==> src/rtl/eth_tx_sched_if.sv <==
// Handshake and byte-stream bundle between the TX scheduler, the ARP/UDP sender
// engines and the PHY-facing TX port. The master modport is the scheduler side.
interface eth_tx_sched_if;
  logic       i_arp_resp_req;
  logic       i_arp_req_req;
  logic       i_udp_req;
  logic [1:0] o_arp_oper;
  logic       o_arp_enable;
  logic       i_arp_ready;
  logic [7:0] i_arp_data;
  logic       i_arp_tx_en;
  logic       o_udp_enable;
  logic       i_udp_ready;
  logic [7:0] i_udp_data;
  logic       i_udp_tx_en;
  logic [7:0] o_tx_data;
  logic       o_tx_en;
  logic [1:0] o_grant;
  logic       o_busy;
  logic [2:0] o_pending;
  logic [7:0] o_timeout_cnt;

  modport master (
    input  i_arp_resp_req, i_arp_req_req, i_udp_req,
    input  i_arp_ready, i_arp_data, i_arp_tx_en,
    input  i_udp_ready, i_udp_data, i_udp_tx_en,
    output o_arp_oper, o_arp_enable, o_udp_enable,
    output o_tx_data, o_tx_en, o_grant, o_busy, o_pending, o_timeout_cnt
  );

  modport slave (
    output i_arp_resp_req, i_arp_req_req, i_udp_req,
    output i_arp_ready, i_arp_data, i_arp_tx_en,
    output i_udp_ready, i_udp_data, i_udp_tx_en,
    input  o_arp_oper, o_arp_enable, o_udp_enable,
    input  o_tx_data, o_tx_en, o_grant, o_busy, o_pending, o_timeout_cnt
  );
endinterface

==> src/rtl/eth_tx_sched.sv <==
// Ethernet TX scheduler: arbitrates ARP response / ARP request / UDP onto one
// GMII-style byte stream with engine handshaking, inter-frame gap and watchdog.
module eth_tx_sched #(
  parameter int unsigned IFG_CYCLES     = 12,
  parameter int unsigned TIMEOUT_CYCLES = 4096,
  parameter int unsigned MAX_ARP_BURST  = 4
) (
  input logic            clk,
  input logic            rst_n,
  eth_tx_sched_if.master bus
);

  localparam int unsigned GapW   = $clog2(IFG_CYCLES) + 1;
  localparam int unsigned WdW    = $clog2(TIMEOUT_CYCLES) + 1;
  localparam int unsigned BurstW = $clog2(MAX_ARP_BURST) + 1;

  localparam logic [1:0] GntNone = 2'd0;
  localparam logic [1:0] GntResp = 2'd1;
  localparam logic [1:0] GntReq  = 2'd2;
  localparam logic [1:0] GntUdp  = 2'd3;

  typedef enum logic [1:0] {StIdle, StStart, StSend, StGap} state_e;

  state_e            state_q, state_d;
  logic [1:0]        grant_q, grant_d;
  logic [2:0]        pend_q, pend_d;
  logic [2:0]        clr;
  logic [BurstW-1:0] burst_q, burst_d;
  logic [GapW-1:0]   gap_q, gap_d;
  logic [WdW-1:0]    wd_q, wd_d;
  logic [7:0]        tmo_q, tmo_d;
  logic [7:0]        tx_data_q, tx_data_d;
  logic              tx_en_q, tx_en_d;

  logic       arp_sel, active, eng_ready, wd_expired;
  logic       resp_ok, req_ok, udp_ok, burst_full;
  logic [1:0] pick;

  assign arp_sel    = (grant_q == GntResp) || (grant_q == GntReq);
  assign active     = (state_q == StStart) || (state_q == StSend);
  assign eng_ready  = arp_sel ? bus.i_arp_ready : bus.i_udp_ready;
  assign wd_expired = (wd_q == WdW'(TIMEOUT_CYCLES - 1));

  // Only sources whose engine is ready compete; UDP jumps the queue once the
  // ARP burst allowance is used up.
  assign resp_ok    = pend_q[0] & bus.i_arp_ready;
  assign req_ok     = pend_q[1] & bus.i_arp_ready;
  assign udp_ok     = pend_q[2] & bus.i_udp_ready;
  assign burst_full = (burst_q == BurstW'(MAX_ARP_BURST));

  always_comb begin
    pick = GntNone;
    if (udp_ok && burst_full) pick = GntUdp;
    else if (resp_ok)         pick = GntResp;
    else if (req_ok)          pick = GntReq;
    else if (udp_ok)          pick = GntUdp;
  end

  always_comb begin
    state_d = state_q;
    grant_d = grant_q;
    gap_d   = gap_q;
    wd_d    = wd_q;
    tmo_d   = tmo_q;
    clr     = 3'b000;
    case (state_q)
      StIdle: begin
        if (pick != GntNone) begin
          state_d = StStart;
          grant_d = pick;
          wd_d    = '0;
          case (pick)
            GntResp: clr = 3'b001;
            GntReq:  clr = 3'b010;
            default: clr = 3'b100;
          endcase
        end
      end
      StStart, StSend: begin
        if (wd_expired) begin
          state_d = StGap;
          grant_d = GntNone;
          gap_d   = '0;
          if (tmo_q != 8'hff) tmo_d = tmo_q + 8'd1;
        end else begin
          wd_d = wd_q + WdW'(1);
          if (state_q == StStart && !eng_ready) begin
            state_d = StSend;
          end else if (state_q == StSend && eng_ready) begin
            state_d = StGap;
            grant_d = GntNone;
            gap_d   = '0;
          end
        end
      end
      default: begin
        if (gap_q == GapW'(IFG_CYCLES - 1)) state_d = StIdle;
        else                                gap_d   = gap_q + GapW'(1);
      end
    endcase
  end

  // A request pulse coinciding with its own grant keeps the flag set.
  assign pend_d = (pend_q & ~clr) | {bus.i_udp_req, bus.i_arp_req_req, bus.i_arp_resp_req};

  always_comb begin
    burst_d = burst_q;
    if (!pend_q[2]) begin
      burst_d = '0;
    end else if (state_q == StIdle && pick == GntUdp) begin
      burst_d = '0;
    end else if (state_q == StIdle && (pick == GntResp || pick == GntReq) && !burst_full) begin
      burst_d = burst_q + BurstW'(1);
    end
  end

  always_comb begin
    tx_data_d = 8'h00;
    tx_en_d   = 1'b0;
    if (active && arp_sel) begin
      tx_data_d = bus.i_arp_data;
      tx_en_d   = bus.i_arp_tx_en;
    end else if (active && grant_q == GntUdp) begin
      tx_data_d = bus.i_udp_data;
      tx_en_d   = bus.i_udp_tx_en;
    end
  end

  always_ff @(posedge clk or negedge rst_n) begin
    if (!rst_n) begin
      state_q   <= StIdle;
      grant_q   <= GntNone;
      pend_q    <= 3'b000;
      burst_q   <= '0;
      gap_q     <= '0;
      wd_q      <= '0;
      tmo_q     <= 8'h00;
      tx_data_q <= 8'h00;
      tx_en_q   <= 1'b0;
    end else begin
      state_q   <= state_d;
      grant_q   <= grant_d;
      pend_q    <= pend_d;
      burst_q   <= burst_d;
      gap_q     <= gap_d;
      wd_q      <= wd_d;
      tmo_q     <= tmo_d;
      tx_data_q <= tx_data_d;
      tx_en_q   <= tx_en_d;
    end
  end

  always_comb begin
    bus.o_arp_oper = 2'd0;
    if (active && grant_q == GntResp) bus.o_arp_oper = 2'd2;
    if (active && grant_q == GntReq)  bus.o_arp_oper = 2'd1;
  end

  assign bus.o_arp_enable  = (state_q == StStart) && arp_sel;
  assign bus.o_udp_enable  = (state_q == StStart) && (grant_q == GntUdp);
  assign bus.o_tx_data     = tx_data_q;
  assign bus.o_tx_en       = tx_en_q;
  assign bus.o_grant       = grant_q;
  assign bus.o_busy        = (state_q != StIdle);
  assign bus.o_pending     = pend_q;
  assign bus.o_timeout_cnt = tmo_q;

endmodule

==> src/flat_wrapper.sv <==
// flat-port wrapper written by rule: the top's interface ports become plain ports
module eth_tx_sched_flat 
#(
  parameter int unsigned IFG_CYCLES     = 12,
  parameter int unsigned TIMEOUT_CYCLES = 4096,
  parameter int unsigned MAX_ARP_BURST  = 4
)
  (clk, rst_n, bus_i_arp_resp_req, bus_i_arp_req_req, bus_i_udp_req, bus_i_arp_ready, bus_i_arp_data, bus_i_arp_tx_en, bus_i_udp_ready, bus_i_udp_data, bus_i_udp_tx_en, bus_o_arp_oper, bus_o_arp_enable, bus_o_udp_enable, bus_o_tx_data, bus_o_tx_en, bus_o_grant, bus_o_busy, bus_o_pending, bus_o_timeout_cnt);
  eth_tx_sched_if bus_i ();
  input logic clk;
  input logic rst_n;
  input wire logic [$bits(bus_i.i_arp_resp_req)-1:0] bus_i_arp_resp_req;
  input wire logic [$bits(bus_i.i_arp_req_req)-1:0] bus_i_arp_req_req;
  input wire logic [$bits(bus_i.i_udp_req)-1:0] bus_i_udp_req;
  input wire logic [$bits(bus_i.i_arp_ready)-1:0] bus_i_arp_ready;
  input wire logic [$bits(bus_i.i_arp_data)-1:0] bus_i_arp_data;
  input wire logic [$bits(bus_i.i_arp_tx_en)-1:0] bus_i_arp_tx_en;
  input wire logic [$bits(bus_i.i_udp_ready)-1:0] bus_i_udp_ready;
  input wire logic [$bits(bus_i.i_udp_data)-1:0] bus_i_udp_data;
  input wire logic [$bits(bus_i.i_udp_tx_en)-1:0] bus_i_udp_tx_en;
  output wire logic [$bits(bus_i.o_arp_oper)-1:0] bus_o_arp_oper;
  output wire logic [$bits(bus_i.o_arp_enable)-1:0] bus_o_arp_enable;
  output wire logic [$bits(bus_i.o_udp_enable)-1:0] bus_o_udp_enable;
  output wire logic [$bits(bus_i.o_tx_data)-1:0] bus_o_tx_data;
  output wire logic [$bits(bus_i.o_tx_en)-1:0] bus_o_tx_en;
  output wire logic [$bits(bus_i.o_grant)-1:0] bus_o_grant;
  output wire logic [$bits(bus_i.o_busy)-1:0] bus_o_busy;
  output wire logic [$bits(bus_i.o_pending)-1:0] bus_o_pending;
  output wire logic [$bits(bus_i.o_timeout_cnt)-1:0] bus_o_timeout_cnt;
  assign bus_i.i_arp_resp_req = bus_i_arp_resp_req;
  assign bus_i.i_arp_req_req = bus_i_arp_req_req;
  assign bus_i.i_udp_req = bus_i_udp_req;
  assign bus_i.i_arp_ready = bus_i_arp_ready;
  assign bus_i.i_arp_data = bus_i_arp_data;
  assign bus_i.i_arp_tx_en = bus_i_arp_tx_en;
  assign bus_i.i_udp_ready = bus_i_udp_ready;
  assign bus_i.i_udp_data = bus_i_udp_data;
  assign bus_i.i_udp_tx_en = bus_i_udp_tx_en;
  assign bus_o_arp_oper = bus_i.o_arp_oper;
  assign bus_o_arp_enable = bus_i.o_arp_enable;
  assign bus_o_udp_enable = bus_i.o_udp_enable;
  assign bus_o_tx_data = bus_i.o_tx_data;
  assign bus_o_tx_en = bus_i.o_tx_en;
  assign bus_o_grant = bus_i.o_grant;
  assign bus_o_busy = bus_i.o_busy;
  assign bus_o_pending = bus_i.o_pending;
  assign bus_o_timeout_cnt = bus_i.o_timeout_cnt;
  eth_tx_sched #(.IFG_CYCLES(IFG_CYCLES), .TIMEOUT_CYCLES(TIMEOUT_CYCLES), .MAX_ARP_BURST(MAX_ARP_BURST)) u_core (.clk(clk), .rst_n(rst_n), .bus(bus_i));
endmodule
==> config.mk <==
export PLATFORM = sky130hd
export DESIGN_NAME = eth_tx_sched_flat
export DESIGN_NICKNAME = d
export VERILOG_FILES = /design/src/rtl/eth_tx_sched_if.sv /design/src/rtl/eth_tx_sched.sv /design/src/flat_wrapper.sv
export SDC_FILE = /design/constraint.sdc
export NUM_CORES = 1
export LEC_CHECK = 0
export ABC_AREA = 1
export BUFFER_PORTS_ARGS = -buffer_cell sky130_fd_sc_hd__buf_2
export CAP_MARGIN = 20
export CORE_UTILIZATION = 45
export DETAILED_ROUTE_END_ITERATION = 6
export GPL_TIMING_DRIVEN = 1
export PLACE_DENSITY = 0.76
export SLEW_MARGIN = 10
export SYNTH_ARGS = -nofsm -noshare
export SYNTH_HDL_FRONTEND = slang
export SYNTH_SLANG_ARGS = --single-unit
==> constraint.sdc <==
create_clock -name clk -period 1.8 [get_ports clk]
set_clock_uncertainty 0.05 [all_clocks]
set_input_delay 0.09 -clock clk [delete_from_list [all_inputs] [get_ports clk]]
set_output_delay 0.09 -clock clk [all_outputs]
set_load 0.01 [all_outputs]
==> flow_summary.ini <==
[timing]
period_minus_slack_ps = 1850
fin_crit_sh = 1.03
worstMarginPinSlew_ps = 580
maxSlewViolCount = 0
slew_headroom = 0.613
setup_viol = 13
worst_slack_ps = -48.5
fmax_ghz = 0.541
rsz0062_at_grt = yes
holdWs_ps = 5.01
hold_viol = 0
final.setup.tns_ps = -254

[pwr]
total_power_uw = 5430
ir_drop_mv = 1.14
leakage_uw = 0.00200
powerDensity_mw_per_mm2 = 1450

[floorplanning]
num_io_pins = 52
core-area_mm2 = 0.00564
die_y_um = 79.5
die_x_um = 79.5
std_cell_rows = 27
initial_core_util = 0.479
fp.dieArea_mm2 = 0.00632

[synth]
synth_flop_cell = dfrtp_1
syn_nets = 382
synthTopCellsByArea = dfrtp_1, nand2_1, ha_1
synthCells = 341
ys_seq_area_frac = 0.417
synthesis.area_mm2 = 0.00270
synth-edff-count = 0
synth-seq-cells = 45
synthDistinctLibCells = 34
synth_top_area_frac = 0.417
ys_warn_count = 0
syn_avg_cell_area_um2 = 7.93
synth_top_area_cell = dfrtp_1
async_flop_share = 1.00

[grt]
use_met1 = 0.259
grt_pass1_wl_um = 11200
grt_pass1_vias = 2585
antenna_found_initial = 0
grt_overflow_total = 0
grt_usage = 0.225
top_usage_layer = met2
use_met3 = 0.0366
grt_max_degree = 25
use_met2 = 0.416

[place]
portBuffers = 51
dpl.cell_count = 480
pre_cts_ws_ps = -123
gp_congestion = 0.865
dp_hpwl_um = 4550

[worst_setup_path]
r2r_cells = 13
r2r_setup_slack_ps = -50
cp.arrival_ps = 1990
critPathLaunchType = register
cp_slowest_stage_delay_ps = 400
worstSetupPathType = reg -> reg
timing.rr.start = u_core.burst_q[1]
crit_fanout = 6
end_kind = register
cp.required_ps = 1940
path_cells = inv_2, ha_4, nand2_4, nor2_4, o21ai_2, ha_2, nand2_2, inv_2, nor2_4, nand2_4, clkbuf_16, nand2_2, o21ai_2
crit_path_top_delay_cell = dfrtp_1
r2r_end = u_core.wd_q[2]

[clock_network]
cts_buffers = 5
clockBufferDepth = 2
clkTransAtPathRegs_ps = 80
clock_sinks = 45
cts_tree = yes
htree_levels = 2
clk_root_buffer_cell = clkbuf_8
insertion_delay_ps = 290

[detailed_routing]
route.detailed.drc = 0
viasPerCell = 5.08
drtIter0Drc = 153
ant_nets = 0
first_pass_iters = 4
wire_per_inst_um = 13.3
wirelength_um = 6860
dr_total_vias = 2633

[worst_hold_path]
hp-class = in -> reg
min-delay-start = bus_i_udp_data[0]
whs_endpoint = u_core.bus.o_tx_data[0]
min_path_cells = 3

[layout]
fin_nets = 486
diodes = 0
drive_above_1_share = 0.339
mostFrequentLayoutCells = nand2_1, buf_2, dfrtp_1, buf_4, nand3_1
final_common_cell = nand2_1
area_delta_synth_final_pct = 38.5
stdcell_count = 518

[outcome]
violations = setup timing
status = complete, but fails checks

[flow_run]
max_cap_violations = 0
## worst max-delay path by stage
stage | start | endpoint | slack (ps) | cells after the start
final | u_core.burst_q[1] | u_core.wd_q[2] | -50 | 13
after global routing | u_core.burst_q[1] | u_core.wd_q[12] | -130 | 14
after CTS | u_core.burst_q[1] | u_core.state_q[1] | -50 | 14
after detailed placement | u_core.burst_q[1] | u_core.state_q[1] | -120 | 14
after global placement | u_core.burst_q[1] | u_core.state_q[1] | -20 | 14
after floorplan | u_core.burst_q[0] | u_core.burst_q[2] | 5 | 12
## registers in the layout, indices dropped and copies added, names as in the netlist, 2 cells and up
| register | cells |
|---|---|
| u_core.bus.o_timeout_cnt | 8 |
| u_core.wd_q | 13 |
| u_core.state_q | 2 |
| u_core.burst_q | 3 |
| u_core.gap_q | 5 |
| u_core.bus.o_tx_data | 8 |
| u_core.bus.o_pending | 3 |
| u_core.bus.o_grant | 2 |
## layout make-up
cell class / instances / area (µm²)
sequential: 45 / 1130
timing repair buffer: 103 / 724
multi-input combinational: 253 / 1540
clock buffer: 7 / 86.3
clock inverter: 1 / 30.0
inverter: 37 / 143
fill: 428 / 1900
tap: 72 / 90.1
## logic make-up after synthesis
group,share of synthesized area
xor gates and xnor gates,0.0486
buffers and inverters,0.0681
adders and majority gates,0.0741
DFF,0.417
and+or+nand+nor,0.303
AOI/OAI and AO/OA,0.0894
## metal layers
layer  routed length (µm)  vias to the layer above
met4                  210                        0
met2                 3580                       72
met3                  237                       23
li1                     -                     1295
met5                    0                        -
met1                 2840                     1243
## critical path, delay by kind of cell, from the launching register on
kind,cells,cell delay [ps]
buffers and inverters,3,320
and+or+nand+nor,6,540
adders and majority gates,2,310
DFF,1,400
AOI/OAI and AO/OA,2,130
## Yosys cell counts, types with 2 or more instances
cell type,instances
nand2_1,103
dfrtp_1,45
inv_1,34
nand3_1,30
nor2_1,24
o21ai_0,23
ha_1,16
xor2_1,14
a21oi_1,6
nand2_2,5
nand4_1,4
nor2_2,4
o21ai_2,4
clkbuf_1,3
a21o_1,2
inv_2,2
nand2_4,2
nor3_1,2
o21ai_1,2
o22ai_1,2
## per-stage QoR
stage / area [µm²] / util
3_3_place_gp: 3200 / 0.567
5_1_grt: 3740 / 0.664
3_5_place_dp: 3200 / 0.567
2_1_floorplan: 2720 / -
4_1_cts: 3580 / 0.635
6_report: 3740 / 0.664
## timing repair
action / in CTS / in global routing
setup buffers: 4 / 7
endpoints found under the setup margin: 20 / 45
resized for setup: 23 / 29
hold buffers: 18 / 0
hold endpoints to repair: 33 / 0
cloned: 0 / 1
pin swaps: 8 / 10
## where the power goes
group / internal [µW] / switching, µW / total [µW]
Sequential: 1230 / 169 / 1400
Combinational: 1370 / 1870 / 3240
Clock: 453 / 342 / 795
Total: 3050 / 2380 / 5430
No activity file was read; power rests on OpenSTA's default activity.
